$ cat src/rtl/ctrl_pkg.sv
// Shared encodings for the multi-cycle RV32I control path: states, opcodes,
// datapath mux selects, ALUOp and ALUControl values.
package ctrl_pkg;

  typedef enum logic [3:0] {
    S_IDLE     = 4'd0,
    S_FETCH    = 4'd1,
    S_DECODE   = 4'd2,
    S_MEMADR   = 4'd3,
    S_MEMREAD  = 4'd4,
    S_MEMWB    = 4'd5,
    S_MEMWRITE = 4'd6,
    S_EXECR    = 4'd7,
    S_EXECI    = 4'd8,
    S_ALUWB    = 4'd9,
    S_BRANCH   = 4'd10,
    S_JALR     = 4'd11,
    S_JAL      = 4'd12,
    S_UPPER    = 4'd13,
    S_TRAP     = 4'd14
  } state_t;

  localparam logic [6:0] OP_LOAD   = 7'b0000011;
  localparam logic [6:0] OP_STORE  = 7'b0100011;
  localparam logic [6:0] OP_R      = 7'b0110011;
  localparam logic [6:0] OP_I      = 7'b0010011;
  localparam logic [6:0] OP_BRANCH = 7'b1100011;
  localparam logic [6:0] OP_JAL    = 7'b1101111;
  localparam logic [6:0] OP_JALR   = 7'b1100111;
  localparam logic [6:0] OP_LUI    = 7'b0110111;
  localparam logic [6:0] OP_AUIPC  = 7'b0010111;

  localparam logic [1:0] SRCA_PC    = 2'b00;
  localparam logic [1:0] SRCA_OLDPC = 2'b01;
  localparam logic [1:0] SRCA_RS1   = 2'b10;
  localparam logic [1:0] SRCA_ZERO  = 2'b11;

  localparam logic [1:0] SRCB_RS2  = 2'b00;
  localparam logic [1:0] SRCB_IMM  = 2'b01;
  localparam logic [1:0] SRCB_FOUR = 2'b10;

  localparam logic [1:0] RES_ALUOUT = 2'b00;
  localparam logic [1:0] RES_RDATA  = 2'b01;
  localparam logic [1:0] RES_ALURES = 2'b10;

  localparam logic [1:0] ALUOP_ADD   = 2'b00;
  localparam logic [1:0] ALUOP_SUB   = 2'b01;
  localparam logic [1:0] ALUOP_FUNCT = 2'b10;

  localparam logic [3:0] ALU_ADD  = 4'd0;
  localparam logic [3:0] ALU_SUB  = 4'd1;
  localparam logic [3:0] ALU_SLL  = 4'd2;
  localparam logic [3:0] ALU_SLT  = 4'd3;
  localparam logic [3:0] ALU_SLTU = 4'd4;
  localparam logic [3:0] ALU_XOR  = 4'd5;
  localparam logic [3:0] ALU_SRL  = 4'd6;
  localparam logic [3:0] ALU_SRA  = 4'd7;
  localparam logic [3:0] ALU_OR   = 4'd8;
  localparam logic [3:0] ALU_AND  = 4'd9;

endpackage

$ cat src/rtl/alu_decoder.sv
// ALU operation decoder: maps ALUOp plus instruction fields to ALUControl.
module alu_decoder
  import ctrl_pkg::*;
(
  input  logic [1:0] alu_op,
  input  logic       opb5,
  input  logic [2:0] funct3,
  input  logic       funct7b5,
  output logic [3:0] alu_control
);

  always_comb begin
    alu_control = ALU_ADD;
    case (alu_op)
      ALUOP_ADD: alu_control = ALU_ADD;
      ALUOP_SUB: alu_control = ALU_SUB;
      default: begin
        case (funct3)
          // Only register-register sub sets IR[30]; addi must never become sub.
          3'b000:  alu_control = (opb5 && funct7b5) ? ALU_SUB : ALU_ADD;
          3'b001:  alu_control = ALU_SLL;
          3'b010:  alu_control = ALU_SLT;
          3'b011:  alu_control = ALU_SLTU;
          3'b100:  alu_control = ALU_XOR;
          3'b101:  alu_control = funct7b5 ? ALU_SRA : ALU_SRL;
          3'b110:  alu_control = ALU_OR;
          default: alu_control = ALU_AND;
        endcase
      end
    endcase
  end

endmodule

$ cat src/rtl/multicycle_controller.sv
// Sequencing FSM for the multi-cycle RV32I core: steps fetch/decode/execute/
// memory/writeback and drives the shared datapath muxes and memory port.
//
// state      | meaning
// S_IDLE     | post-reset hold, all outputs 0
// S_FETCH    | read instruction at PC, PC <= PC+4 on mem_ready
// S_DECODE   | branch target (OldPC+imm) into ALUOut
// S_MEMADR   | rs1+imm address into ALUOut
// S_MEMREAD  | load request at ALUOut
// S_MEMWB    | write load data to rd
// S_MEMWRITE | store request at ALUOut
// S_EXECR    | register-register ALU op
// S_EXECI    | register-immediate ALU op
// S_ALUWB    | write ALUOut to rd
// S_BRANCH   | compare rs1/rs2, PC <= ALUOut if taken
// S_JALR     | rs1+imm target into ALUOut
// S_JAL      | PC <= ALUOut, OldPC+4 computed for rd
// S_UPPER    | lui/auipc result
// S_TRAP     | unsupported opcode, absorbing until reset
module multicycle_controller
  import ctrl_pkg::*;
#(
  parameter int unsigned RESET_PC_HOLD = 1
) (
  input  logic       clk,
  input  logic       rst_n,
  input  logic [6:0] op,
  input  logic [2:0] funct3,
  input  logic       funct7b5,
  input  logic       Zero,
  input  logic       LessThanS,
  input  logic       LessThanU,
  input  logic       mem_ready,
  output logic       MemReq,
  output logic       MemWrite,
  output logic       AdrSrc,
  output logic       IRWrite,
  output logic       PCWrite,
  output logic       RegWrite,
  output logic [1:0] ResultSrc,
  output logic [1:0] ALUSrcA,
  output logic [1:0] ALUSrcB,
  output logic [3:0] ALUControl,
  output logic [2:0] LoadType,
  output logic       illegal,
  output logic [3:0] state_o
);

  state_t     state;
  logic [3:0] hold_cnt;
  logic [1:0] alu_op;
  logic       take_branch;

  always_ff @(posedge clk or negedge rst_n) begin
    if (!rst_n) begin
      state    <= S_IDLE;
      hold_cnt <= 4'(RESET_PC_HOLD);
    end else begin
      case (state)
        S_IDLE: begin
          if (hold_cnt <= 4'd1) state <= S_FETCH;
          else hold_cnt <= hold_cnt - 4'd1;
        end
        S_FETCH: if (mem_ready) state <= S_DECODE;
        S_DECODE: begin
          case (op)
            OP_LOAD, OP_STORE: state <= S_MEMADR;
            OP_R:              state <= S_EXECR;
            OP_I:              state <= S_EXECI;
            OP_BRANCH:         state <= S_BRANCH;
            OP_JAL:            state <= S_JAL;
            OP_JALR:           state <= S_JALR;
            OP_LUI, OP_AUIPC:  state <= S_UPPER;
            default:           state <= S_TRAP;
          endcase
        end
        S_MEMADR:   state <= op[5] ? S_MEMWRITE : S_MEMREAD;
        S_MEMREAD:  if (mem_ready) state <= S_MEMWB;
        S_MEMWB:    state <= S_FETCH;
        S_MEMWRITE: if (mem_ready) state <= S_FETCH;
        S_EXECR:    state <= S_ALUWB;
        S_EXECI:    state <= S_ALUWB;
        S_ALUWB:    state <= S_FETCH;
        S_BRANCH:   state <= S_FETCH;
        S_JALR:     state <= S_JAL;
        S_JAL:      state <= S_ALUWB;
        S_UPPER:    state <= S_ALUWB;
        default:    state <= S_TRAP;
      endcase
    end
  end

  always_comb begin
    take_branch = 1'b0;
    case (funct3)
      3'b000:  take_branch = Zero;
      3'b001:  take_branch = !Zero;
      3'b100:  take_branch = LessThanS;
      3'b101:  take_branch = !LessThanS;
      3'b110:  take_branch = LessThanU;
      3'b111:  take_branch = !LessThanU;
      default: take_branch = 1'b0;
    endcase
  end

  // Outputs decode straight from state so an async reset drops MemReq at once.
  always_comb begin
    MemReq    = 1'b0;
    MemWrite  = 1'b0;
    AdrSrc    = 1'b0;
    IRWrite   = 1'b0;
    PCWrite   = 1'b0;
    RegWrite  = 1'b0;
    ResultSrc = RES_ALUOUT;
    ALUSrcA   = SRCA_PC;
    ALUSrcB   = SRCB_RS2;
    alu_op    = ALUOP_ADD;
    LoadType  = 3'b000;
    illegal   = 1'b0;
    case (state)
      S_FETCH: begin
        MemReq    = 1'b1;
        ALUSrcB   = SRCB_FOUR;
        ResultSrc = RES_ALURES;
        IRWrite   = mem_ready;
        PCWrite   = mem_ready;
      end
      S_DECODE: begin
        ALUSrcA = SRCA_OLDPC;
        ALUSrcB = SRCB_IMM;
      end
      S_MEMADR: begin
        ALUSrcA = SRCA_RS1;
        ALUSrcB = SRCB_IMM;
      end
      S_MEMREAD: begin
        MemReq = 1'b1;
        AdrSrc = 1'b1;
      end
      S_MEMWB: begin
        ResultSrc = RES_RDATA;
        RegWrite  = 1'b1;
        LoadType  = funct3;
      end
      S_MEMWRITE: begin
        MemReq   = 1'b1;
        MemWrite = 1'b1;
        AdrSrc   = 1'b1;
      end
      S_EXECR: begin
        ALUSrcA = SRCA_RS1;
        ALUSrcB = SRCB_RS2;
        alu_op  = ALUOP_FUNCT;
      end
      S_EXECI: begin
        ALUSrcA = SRCA_RS1;
        ALUSrcB = SRCB_IMM;
        alu_op  = ALUOP_FUNCT;
      end
      S_ALUWB: RegWrite = 1'b1;
      S_BRANCH: begin
        ALUSrcA = SRCA_RS1;
        ALUSrcB = SRCB_RS2;
        alu_op  = ALUOP_SUB;
        PCWrite = take_branch;
      end
      S_JALR: begin
        ALUSrcA = SRCA_RS1;
        ALUSrcB = SRCB_IMM;
      end
      S_JAL: begin
        PCWrite = 1'b1;
        ALUSrcA = SRCA_OLDPC;
        ALUSrcB = SRCB_FOUR;
      end
      S_UPPER: begin
        ALUSrcA = op[5] ? SRCA_ZERO : SRCA_OLDPC;
        ALUSrcB = SRCB_IMM;
      end
      S_TRAP: illegal = 1'b1;
      default: ;
    endcase
  end

  alu_decoder u_alu_decoder (
    .alu_op      (alu_op),
    .opb5        (op[5]),
    .funct3      (funct3),
    .funct7b5    (funct7b5),
    .alu_control (ALUControl)
  );

  assign state_o = state;

endmodule

$ cat config.mk
export PLATFORM = sky130hd
export DESIGN_NAME = multicycle_controller
export DESIGN_NICKNAME = d
export VERILOG_FILES = /design/src/rtl/ctrl_pkg.sv /design/src/rtl/alu_decoder.sv /design/src/rtl/multicycle_controller.sv
export SDC_FILE = /design/constraint.sdc
export NUM_CORES = 1
export LEC_CHECK = 0
export ABC_AREA = 1
export BUFFER_PORTS_ARGS = -buffer_cell sky130_fd_sc_hd__clkbuf_2
export CAP_MARGIN = 20
export CORE_MARGIN = 1.5
export CORE_UTILIZATION = 47
export CTS_CLUSTER_SIZE = 40
export DETAILED_ROUTE_END_ITERATION = 7
export PLACE_DENSITY = 0.8
export SYNTH_ARGS = -nofsm -noshare
export SYNTH_HDL_FRONTEND = slang
export SYNTH_HIERARCHICAL = 1
export SYNTH_SLANG_ARGS = --single-unit
$ cat constraint.sdc
create_clock -name clk -period 2.1 [get_ports clk]
set_clock_uncertainty 0.15 [all_clocks]
set_input_delay 0.105 -clock clk [delete_from_list [all_inputs] [get_ports clk]]
set_output_delay 0.105 -clock clk [all_outputs]
set_load 0.01 [all_outputs]
Yosys cells after proc, flatten, opt, wreduce, memory -nomap -nowiden
Cells that the tools add are included.
{"block": "totals", "reg_bits": 8, "latchBits": 0, "mem_bits_rw": 0, "mem_bits_ro": 0, "in_bits": 17, "out_inout_bits": 24, "elab_cells": 86, "mem_count": 0}
{"block": "op_classes", "n_addsub": 1, "multipliers": 0, "div_mod_pow": 0, "n_lt_le_gt_ge": 1, "eq_ne": 35, "n_shift": 0, "mux": 25, "bitwise": 1, "reduce_logical": 21}
{"cell": "$pmux W4 S7", "count": 2}
{"cell": "$pmux W4 S9", "count": 1}
{"cell": "$eq A4 B4 Y1 const B", "count": 7}
{"cell": "$eq A7 B6 Y1 const B", "count": 3}
{"cell": "$eq A7 B7 Y1 const B", "count": 3}
{"cell": "$eq A4 B3 Y1 const B", "count": 4}
{"cell": "$mux W4", "count": 4}
{"cell": "$eq A7 B5 Y1 const B", "count": 2}
{"cell": "$reduce_or A2 Y1", "count": 7}
{"cell": "$eq A3 B3 Y1 const B", "count": 4}
{"cell": "$pmux W2 S2", "count": 3}
{"cell": "$reduce_or A5 Y1", "count": 2}
{"cell": "$eq A4 B2 Y1 const B", "count": 2}
{"cell": "$mux W1", "count": 8}
{"cell": "$ne A2 B2 Y1 const B", "count": 4}
{"cell": "$pmux W4 S2", "count": 1}
{"cell": "$eq A7 B2 Y1 const B", "count": 1}
{"cell": "$eq A3 B2 Y1 const B", "count": 2}
{"cell": "$pmux W1 S6", "count": 1}
{"cell": "$pmux W2 S3", "count": 1}
{"cell": "$reduce_or A3 Y1", "count": 2}
{"cell": "$eq A4 B1 Y1 const B", "count": 1}
{"cell": "$le A4 B1 Y1 const B", "count": 1}
{"cell": "$logic_not A4 Y1", "count": 1}
{"cell": "14 further kinds", "count": 17}

Longest topological paths before layout
Gate-level depths: netlist of the first run.
{"block": "logic_depth", "word_depth": 5, "ltp_mapped": 9, "depth_no_buf": 9}

Hierarchy
The synthesis of the first run kept the hierarchy.
{"mod": "multicycle_controller", "n_inst": 1, "cells_per_inst": 149, "area_per_inst_um2": 877.1, "seq_area_each_um2": 201.4}
{"mod": "alu_decoder", "n_inst": 1, "cells_per_inst": 23, "area_per_inst_um2": 96.3, "seq_area_each_um2": 0.0}

Worst setup path after synthesis of the first run
No wires, ideal clock.
{"block": "synth_timing", "path_type": "reg-to-reg", "startpoint": "register hold_cnt[0]", "endpoint": "register state[1], in the netlist state_o[1]", "setup_time_ns": 0.124, "arrival_ns": 1.540, "required_time_ns": 1.826, "setup_slack_ns": 0.286, "path_stages_with_launch": 10, "path_buffers": 0, "synth_period_minus_slack_ns": 1.814, "path_cell_list": "dfstp_2 > inv_1 > ha_1 > or2_2 > a21oi_4 > inv_2 > nand2_2 > inv_1 > nor2_1 > a21oi_1"}
{"block": "synth_via", "elab_chain_cells": 3}
{"element": "start, declared", "line": "multicycle_controller.sv:50", "text": "logic [3:0] hold_cnt;"}
{"element": "start signal, assigned", "line": "multicycle_controller.sv:57", "text": "hold_cnt <= 4'(RESET_PC_HOLD);"}
{"element": "start signal, assigned", "line": "multicycle_controller.sv:62", "text": "else hold_cnt <= hold_cnt - 4'd1;"}
{"element": "$le A4 B1 Y1", "line": "multicycle_controller.sv:61", "text": "if (hold_cnt <= 4'd1) state <= S_FETCH;"}
{"element": "$ne A2 B2 Y1 (no source line)"}
{"element": "$reduce_and A4 Y1 (no source line)"}
{"element": "end signal, assigned", "line": "multicycle_controller.sv:77", "text": "S_MEMADR: state <= op[5] ? S_MEMWRITE : S_MEMREAD;"}
{"element": "end, declared", "line": "multicycle_controller.sv:49", "text": "state_t state;"}
Every way passes these cells.
A chain may end at the register's enable or synchronous reset.

Final worst setup path of the first run
{"block": "layout_timing", "startpoint": "register state[1], in the netlist state_o[1]", "endpoint": "output port ALUControl[1]"}
{"block": "layout_via", "elab_chain_cells": 5, "word_cells_on_any_way": 8, "cone_classes": "eq/ne (4); mux (2); reduce/logical (2)"}
{"element": "$eq A4 B4 Y1 / $eq A4 B3 Y1 (equally long branches)", "line": "multicycle_controller.sv:120", "text": "case (state)"}
{"element": "$reduce_or A2 Y1 (no source line)"}
{"element": "$pmux W2 S2 *", "line": "multicycle_controller.sv:120"}
{"element": "net alu_op[1]", "line": "multicycle_controller.sv:51", "text": "logic [1:0] alu_op;"}
{"element": "$eq A2 B1 Y1 / $logic_not A2 Y1 (equally long branches)", "line": "alu_decoder.sv:14", "text": "case (alu_op)"}
{"element": "$pmux W4 S2 *", "line": "alu_decoder.sv:14"}
{"element": "end, declared", "line": "multicycle_controller.sv:43", "text": "output logic [3:0] ALUControl,"}
The timed path passes the listed nets; every way through them passes the cells marked *.

==> flow_summary.ini, run 1 <==
[final_layout]
regArea_um2 = 203
most-common-layout-cells = sky130_fd_sc_hd__nand2_1 (41), sky130_fd_sc_hd__clkbuf_2 (40), sky130_fd_sc_hd__nor2_1 (33)
area_growth_pct = 28.9
post_route_cells_drive_above_1_share_pct = 27.5
multi_input_comb_area_um2 = 641
ant_diodes = 0
layout.cells.most_common = sky130_fd_sc_hd__nand2_1
n_fill_cell = 194
fin_cells = 245
finalNetCount = 238

[placed_design]
place.port_buffers = 40
place.gp.congestion = 0.856
numPlacedInstances = 239
post_detail_place_hpwl_um = 2230

[worst_setup_path]
cp.required_ns = 1.85
critical_path_class = reg2out
endpoint_kind = primary output
worst-path-max-fanout = 8
worst_ep_arrival_time_ns = 1.69
critical_path.startpoint_type = flip-flop

[yosys]
synthTopCellsByArea = sky130_fd_sc_hd__dfrtp_1 (18%), sky130_fd_sc_hd__nand2_1 (16%), sky130_fd_sc_hd__nor2_1 (13%)
synthesized_area_per_cell_um2 = 5.66
synthCells = 172
netlist.top_cell.by_area = sky130_fd_sc_hd__dfrtp_1
synth.distinct_cells = 25
synth_warnings = 6
yosysSeqAreaShare_pct = 20.7
synth_top_cell_area_share_pct = 18.0
ys_ff_latch = 8
synthesis.nets = 191
summed_instance_area_of_the_synthesized_netlist_um2 = 973

[sta]
report.final.setup_viol = 0
unrepaired_setup_endpoints_after_global_routing = false
fin_setup_tns_ns = 0
drv_slew = 0
timing.final.hold_violations = 0
fmaxAchievable_mhz = 513
worstMarginPinSlew_ns = 0.356
min_period_ns = 1.95
worst_slew_margin_rel_pct = 76.3
post-route-period-util_pct = 92.9

[route]
routed_wire_length_per_instance_um = 10.7
drt_iter0_drc = 29
finalWirelength_um = 2620
post_route_drc_violation_count = 0
route.antenna.remaining_nets = 0
via_per_inst = 5.02
dr.pass1.iters = 4
detailroute.via_count = 1230

[grt]
global_route.usage.total_pct = 23.3
grt_first_pass_wirelength_um = 4390
grt_start_max_net_pins = 9
gr-total-overflow = 0
antenna_found_initial = 0
grt_pass1_vias = 1095

[cts]
cts.reportedPaths.clkPinSlew_ns = 0.06
cts_tree = done
cts.htree.levels = 1
cts_made_buffers = 3
cts_num_sinks = 8
clock-root-buffer = sky130_fd_sc_hd__clkbuf_4
insertion_delay_ns = 0.26
post_cts_buffers = 0
clock_tree.buffer_depth = 2

[die]
row_count = 16
initial_core_util_pct = 49.6
die_height_um = 48.5
design.die.area_mm2 = 0.00235
coreArea_mm2 = 0.00196
ios = 41
dieWidth_um = 48.5

[job]
max_cap_viol_count = 0

[run_status]
outcome = finished clean

[power_and_ir_drop]
design_power_total_uw = 1330
power_density_mw_per_mm2 = 1060
p_leak_uw = 0.000759
max_rail_drop_vdd_v = 0.000611

[min_path]
worst_hold_path_type = in2async
## kinds of logic after synthesis
logic type / after synthesis / synth area share [%]
AND/OR/NAND/NOR: 102 / 46.4
buffers and inverters: 35 / 13.5
AO/OA/AOI/OAI: 22 / 14.1
flip-flops: 8 / 20.7
XOR/XNOR: 3 / 2.70
adder cells (fa/ha/maj): 2 / 2.57
## final timing paths
| kind | start | cells after the start | slack [ns] | end |
|---|---|---|---|---|
| worst max-delay path | state_o[1] | 7 | 0.15 | ALUControl[1] |
| worst min-delay path | rst_n | 2 | 0.07 | state_o[0] |
| worst max register to register | hold_cnt[0] | 9 | 0.17 | state_o[1] |
| worst min register to register | hold_cnt[3] | 1 | 0.32 | hold_cnt[3] |
| max in group asynchronous | rst_n | 2 | 1.48 | hold_cnt[0] |
| min in group clk | op[2] | 7 | 0.26 | state_o[0] |
## state kept, by name, indices dropped and copies added (netlist names)
name      count
hold_cnt      4
state_o       4
## synthesized netlist by cell type
cell,instances
sky130_fd_sc_hd__a21oi_1,12
sky130_fd_sc_hd__a211oi_1,1
sky130_fd_sc_hd__dfstp_2,1
sky130_fd_sc_hd__xnor2_1,1
sky130_fd_sc_hd__inv_1,32
sky130_fd_sc_hd__inv_2,3
sky130_fd_sc_hd__or2_2,1
sky130_fd_sc_hd__nand3_1,14
sky130_fd_sc_hd__dfrtp_1,7
sky130_fd_sc_hd__nand4_1,1
sky130_fd_sc_hd__xor2_1,2
sky130_fd_sc_hd__nand2_4,1
sky130_fd_sc_hd__nor2_2,1
sky130_fd_sc_hd__nand2_2,3
sky130_fd_sc_hd__nor2_4,3
sky130_fd_sc_hd__o211ai_1,2
sky130_fd_sc_hd__and3_1,1
sky130_fd_sc_hd__o21ai_2,2
sky130_fd_sc_hd__nor3_1,3
sky130_fd_sc_hd__o21ai_0,3
sky130_fd_sc_hd__nand2_1,41
sky130_fd_sc_hd__nor2_1,33
sky130_fd_sc_hd__a21oi_4,1
sky130_fd_sc_hd__o22ai_1,1
sky130_fd_sc_hd__ha_1,2
## routing by layer
metal,GRT usage (%),wire (um)
met5,0,0
met4,4.76,10
met3,6.79,193
met2,41.0,1280
met1,28.3,1140
## per-stage QoR
stage	setup WS [ns]	utilization, %	hold WS [ns]	cell area [um^2]
3_5_place_dp	0.179	61.5	-0.188	1210
4_1_cts	0.118	63.9	0.0699	1250
5_1_grt	0.0411	64.0	0.0833	1250
2_1_floorplan	0.286	-	-0.341	973
3_3_place_gp	0.247	61.5	-0.192	1210
6_report	0.150	64.0	0.0699	1250
## worst max-delay path, cell delays in order (launching register included)
cell                       delay (ns)
sky130_fd_sc_hd__dfrtp_1         0.55
sky130_fd_sc_hd__nand2_1         0.12
sky130_fd_sc_hd__inv_1           0.11
sky130_fd_sc_hd__nand2_1         0.07
sky130_fd_sc_hd__nand2_1         0.12
sky130_fd_sc_hd__o21ai_0         0.14
sky130_fd_sc_hd__a21oi_1         0.16
sky130_fd_sc_hd__clkbuf_2        0.15
## power by group
group / total [uW] / internal, uW / switching [uW]
clock: 129 / 72.9 / 56.0
sequential: 290 / 196 / 93.9
combinational: 912 / 340 / 572
total: 1330 / 609 / 722
## timing repair
action	4_1_cts	5_1_grt
endpoints found under the setup margin	0	2
endpoints found under the hold margin	9	0
hold buffers	2	0
resized for setup	0	1
## area by class of cell
class / instances / share of cell area [%]
Inverter: 35 / 10.5
Tap cell: 27 / 2.69
Timing Repair Buffer: 42 / 17.5
Sequential cell: 8 / 16.2
Multi-Input combinational cell: 129 / 51.0
Clock buffer: 4 / 2.09
Power figures use the tool's default switching activity.
==> inputs of run 2 (changes only) <==
SETUP_SLACK_MARGIN = 0.4   (was not set)
==> flow_summary.ini, run 2 (synthesis gave the netlist of run 1 again) <==
[route]
routed_wire_length_per_instance_um = 13.0
via_per_inst = 5.13
finalWirelength_um = 3400
detailroute.via_count = 1339
post_route_drc_violation_count = 0
route.antenna.remaining_nets = 0
drt_iter0_drc = 39
dr.pass1.iters = 4

[cts]
insertion_delay_ns = 0.26
cts.htree.levels = 1
clock_tree.buffer_depth = 2
cts_num_sinks = 8
cts_made_buffers = 3
cts.reportedPaths.clkPinSlew_ns = 0.06
clock-root-buffer = sky130_fd_sc_hd__clkbuf_4
cts_tree = done

[die]
ios = 41
row_count = 16
coreArea_mm2 = 0.00196
design.die.area_mm2 = 0.00235
initial_core_util_pct = 49.6
die_height_um = 48.5
dieWidth_um = 48.5

[worst_setup_path]
worst_ep_arrival_time_ns = 1.83
critical_path.startpoint_type = flip-flop
worst-path-max-fanout = 4
endpoint_kind = flip-flop
crit_path_cell_trace = inv_2 -> ha_4 -> or2_4 -> a21oi_4 -> nand3_2 -> nor2_2 -> xor2_1
worst_path_largest_cell_delay_ns = 0.55
cp.required_ns = 2.13
crit_family = flip-flops
cp.buffers_inverters = 1
critical_path_class = reg2reg
cp_slowest_cell = sky130_fd_sc_hd__dfstp_2

[sta]
fmaxAchievable_mhz = 554
fin_setup_tns_ns = 0
worst_slew_margin_rel_pct = 85.6
drv_slew = 0
unrepaired_setup_endpoints_after_global_routing = true
report.final.setup_viol = 0
hold-worst-slack_ns = 0.107
post-route-period-util_pct = 85.9
min_period_ns = 1.80
timing.final.hold_violations = 0
worstMarginPinSlew_ns = 0.214

[placed_design]
place.gp.congestion = 0.832
place.port_buffers = 40
post_detail_place_hpwl_um = 2050

[grt]
grt_first_pass_wirelength_um = 4970
gr-total-overflow = 0
antenna_found_initial = 0
global_route.usage.total_pct = 26.3
grt_pass1_vias = 1191
grt_start_max_net_pins = 9

[power_and_ir_drop]
power_density_mw_per_mm2 = 1150
max_rail_drop_vdd_v = 0.000726
p_leak_uw = 0.000861

[job]
max_cap_viol_count = 0

[final_layout]
finalNetCount = 254
n_fill_cell = 150
post_route_cells_drive_above_1_share_pct = 47.4
most-common-layout-cells = sky130_fd_sc_hd__nand2_1 (33), sky130_fd_sc_hd__clkbuf_2 (33), sky130_fd_sc_hd__nor2_1 (25)
ant_diodes = 0
area_growth_pct = 57.1

[min_path]
worst_hold_path_type = in2async

[run_status]
outcome = finished clean
run 2: cell types whose count changed in the layout (fill, tap and decap cells not counted), moves of 4 or more:
cell,change
sky130_fd_sc_hd__inv_4,+4
sky130_fd_sc_hd__buf_2,+7
sky130_fd_sc_hd__nand2_1,-8
sky130_fd_sc_hd__clkbuf_2,-7
sky130_fd_sc_hd__inv_1,-10
sky130_fd_sc_hd__nor2_2,+4
sky130_fd_sc_hd__nor2_4,+4
sky130_fd_sc_hd__inv_2,+6
sky130_fd_sc_hd__nor2_1,-8
sky130_fd_sc_hd__buf_4,+15
sky130_fd_sc_hd__nand2_4,+5
run 2: layout make-up:
cell class	count	area (um^2)	share of cell area, %
multi-input combinational	129	777	50.8
timing repair buffer	58	344	22.5
sequential	8	206	13.5
inverter	35	141	9.25
tap	27	33.8	2.21
clock buffer	4	26.3	1.72
run 2: power by group:
group / total (uW) / switching (uW) / internal [uW] / leakage [uW]
sequential: 301 / 98.6 / 202 / 0.0000970
clock: 131 / 58.2 / 73.1 / 0.0000150
combinational: 1330 / 796 / 535 / 0.000749
run 2: worst paths after layout:
path,start,endpoint,slack [ns],cells past startpoint
hold / removal,rst_n,hold_cnt[2],0.11,2
setup / recovery,hold_cnt[0],hold_cnt[3],0.30,7
hold reg to reg,hold_cnt[3],hold_cnt[3],0.33,1
max in group asynchronous,rst_n,hold_cnt[0],1.45,2
setup reg to reg,hold_cnt[0],hold_cnt[3],0.30,7
min in group clk,op[0],state_o[1],0.25,7
run 2: stage by stage:
stage | util [%] | power [uW] | instances | area [um^2] | setup slack (ns)
final | 77.9 | 1760 | 261 | 1530 | 0.296
after global routing | 77.9 | 1890 | 261 | 1530 | 0.212
after CTS | 69.3 | 1440 | 254 | 1360 | 0.389
after detailed placement | 62.3 | 1190 | 239 | 1220 | 0.323
after global placement | 62.3 | 1170 | 239 | 1220 | 0.368
after floorplan | - | 887 | 172 | 988 | 0.396
run 2: timing repair:
| action | 4_1_cts | 5_1_grt |
|---|---|---|
| endpoints found under the hold margin | 9 | 0 |
| hold buffers | 2 | 0 |
| gates resized for setup | 13 | 45 |
| setup buffers | 9 | 7 |
| pin swaps | 4 | 13 |
| setup endpoints to repair | 15 | 18 |
run 2: worst reg2reg max path, stage by stage, from the launching register on:
cell and delay (ns):
sky130_fd_sc_hd__dfstp_2 0.55, sky130_fd_sc_hd__inv_2 0.05, sky130_fd_sc_hd__ha_4 0.15, sky130_fd_sc_hd__or2_4 0.23
sky130_fd_sc_hd__a21oi_4 0.22, sky130_fd_sc_hd__nand3_2 0.12, sky130_fd_sc_hd__nor2_2 0.11, sky130_fd_sc_hd__xor2_1 0.15
run 2: layer usage:
layer	GRT usage, %	wire (um)
met2	47.0	1730
met4	7.14	88
met3	4.63	210
met1	32.7	1370
met5	0	0
==> inputs of run 3 (changes only) <==
ABC_AREA = not set   (was 1)
CORE_UTILIZATION = 48   (was 47)
==> flow_summary.ini, run 3 <==
[worst_setup_path]
regToRegSetupSlack_ns = 0.30
worst_path_largest_cell_delay_ns = 0.46
cp.buffers_inverters = 2
crit-reg2reg-capture = state_o[1]
worst-r2r-cell-count = 5
rr_startpoint = state_o[0]
crit_path_cell_trace = buf_4 -> a32o_2 -> mux2_2 -> clkbuf_2
path_depth = 4
critical_path.startpoint_type = flip-flop
crit_family = flip-flops
critical_path_class = reg2out
cp_slowest_cell = sky130_fd_sc_hd__dfrtp_2
worst_setup_path_endpoint = ALUControl[0]
endpoint_kind = primary output
cp.required_ns = 1.85
worst_ep_arrival_time_ns = 1.59
worstSetupStartpoint = state_o[0]
worst-path-max-fanout = 5

[yosys]
synth_edf_count = 0
ys_ff_latch = 8
ys_async_sr_fraction_pct = 100
synthesized_area_per_cell_um2 = 7.60
summed_instance_area_of_the_synthesized_netlist_mm2 = 0.00103
synth_most_common_cell = sky130_fd_sc_hd__nor2_1
synthCells = 135
yosysSeqAreaShare_pct = 19.6
synthTopCellsByArea = sky130_fd_sc_hd__dfrtp_1 (17%), sky130_fd_sc_hd__a21oi_1 (4.9%), sky130_fd_sc_hd__nor2_1 (4.8%)
synth_top_cells_by_count = sky130_fd_sc_hd__nor2_1 (13), sky130_fd_sc_hd__a21oi_1 (10), sky130_fd_sc_hd__dfrtp_1 (7), sky130_fd_sc_hd__nand3_1 (7)
postSynth.topFlopCell = sky130_fd_sc_hd__dfrtp_1
netlist.top_cell.by_area = sky130_fd_sc_hd__dfrtp_1
synthesis.nets = 154
synth_top_cell_area_share_pct = 17.1
synth_warnings = 6
synth.distinct_cells = 52

[cts]
cts_tree = done
clock-root-buffer = sky130_fd_sc_hd__clkbuf_4
insertion_delay_ns = 0.27
cts_made_buffers = 3
cts.htree.levels = 1
clock_tree.buffer_depth = 2
cts_num_sinks = 8
cts.reportedPaths.clkPinSlew_ns = 0.08

[placed_design]
place.port_buffers = 40
dpl-instance-area_mm2 = 0.00126
post_detail_place_hpwl_um = 2180
place.gp.congestion = 0.888

[sta]
timing.final.hold_violations = 0
post-route-period-util_pct = 87.6
fmaxAchievable_mhz = 543
drv_slew = 0
min_period_ns = 1.84
report.final.setup_viol = 0
unrepaired_setup_endpoints_after_global_routing = true
fin_setup_tns_ns = 0
worst_slew_margin_rel_pct = 79.6
worstMarginPinSlew_ns = 0.303

[route]
route.antenna.remaining_nets = 0
detailroute.via_count = 1437
route.top_layer_used = met4
m1_wl_um = 1640
routed_wire_length_per_instance_um = 19.0
post_route_drc_violation_count = 0
dr.pass1.iters = 4
routed-wl-met3_um = 425
finalWirelength_um = 4250
via_per_inst = 6.42
wl_met2_um = 2010
drt_iter0_drc = 62

[final_layout]
finalNetCount = 217
post_route_cells_drive_above_1_share_pct = 57.4
regArea_um2 = 206
final_area_mm2 = 0.00162
multi_input_comb_area_um2 = 901
area_growth_pct = 58.2
n_fill_cell = 100
ant_diodes = 0
layout.cells.most_common = sky130_fd_sc_hd__clkbuf_2
most-common-layout-cells = sky130_fd_sc_hd__clkbuf_2 (31), sky130_fd_sc_hd__buf_4 (17), sky130_fd_sc_hd__a21oi_1 (9)

[grt]
grt_pass1_vias = 1262
antenna_found_initial = 0
gr-total-overflow = 0
grt_start_max_net_pins = 22
global_route.usage.total_pct = 30.5
grt_first_pass_wirelength_um = 5740

[power_and_ir_drop]
p_leak_uw = 0.000766
power_density_mw_per_mm2 = 1320
max_rail_drop_vdd_v = 0.00120

[die]
coreArea_mm2 = 0.00198
design.die.area_mm2 = 0.00242
die_height_um = 49.2
row_count = 16
ios = 41
initial_core_util_pct = 51.8
dieWidth_um = 49.2

[min_path]
worst_hold_path_type = in2reg

[job]
max_cap_viol_count = 0

[run_status]
outcome = finished clean
## run 3: worst min-delay path, stage by stage
cell and delay (ns):
sky130_fd_sc_hd__clkbuf_2 0.12, sky130_fd_sc_hd__o41ai_1 0.09, sky130_fd_sc_hd__nand3_1 0.08
## run 3: where the power goes
group / switching, uW / internal, uW / leakage, uW
combinational: 903 / 808 / 0.000655
clock: 64.1 / 73.0 / 0.0000150
sequential: 93.5 / 203 / 0.0000960
total: 1060 / 1080 / 0.000766
## run 3: worst min path at each step
stage | from | end | slack, ns | cells after the start
3_3_place_gp | rst_n | hold_cnt[3] | -0.19 | 1
6_report | op[2] | state_o[3] | 0.04 | 3
4_1_cts | op[2] | state_o[3] | 0.03 | 3
5_1_grt | op[2] | state_o[3] | 0.07 | 3
2_1_floorplan | rst_n | hold_cnt[1] | -0.34 | 0
3_5_place_dp | rst_n | hold_cnt[3] | -0.18 | 1
## run 3: kinds of logic (layout without fill, tap and decap cells)
kind of cell             count (synthesis)  count (layout)  share of synthesized area [%]
AND/OR/NAND/NOR                         63              63                           37.6
AO/OA/AOI/OAI                           41              41                           27.0
buffers and inverters                   12              74                           5.12
flip-flops                               8               8                           19.6
XOR/XNOR                                 5               5                           4.27
multiplexers                             4               4                           4.02
adder cells (fa/ha/maj)                  2               2                           2.44
## run 3: layer usage
layer	vias to the layer above	track usage, %
li1	621	-
met4	0	11.4
met3	24	5.21
met1	674	36.8
met5	-	0
met2	118	53.4
## run 3: layout make-up
cell class / count / share of cell area, %
multi-input combinational: 115 / 55.5
timing repair buffer: 65 / 26.9
sequential: 8 / 12.7
tap: 27 / 2.08
clock buffer: 4 / 1.62
inverter: 5 / 1.16
## run 3: stage by stage
step           std cells  worst slack, ns  util [%]  hold WS, ns  total power [uW]
2_1_floorplan        135            0.398         -       -0.341              1010
3_5_place_dp         198            0.286      63.4       -0.183              1350
6_report             224            0.259      81.9       0.0379              2140
5_1_grt              224            0.222      81.9       0.0728              2240
4_1_cts              222            0.304      74.7       0.0278              1810
3_3_place_gp         198            0.335      63.4       -0.193              1330
## run 3: what timing repair did
action                                  4_1_cts  5_1_grt
pin swaps                                     8        5
gates cloned                                  1        0
endpoints found under the hold margin         8        0
gates resized for setup                      16       37
endpoints found under the setup margin       24       22
hold buffers                                  1        0
setup buffers                                18        2
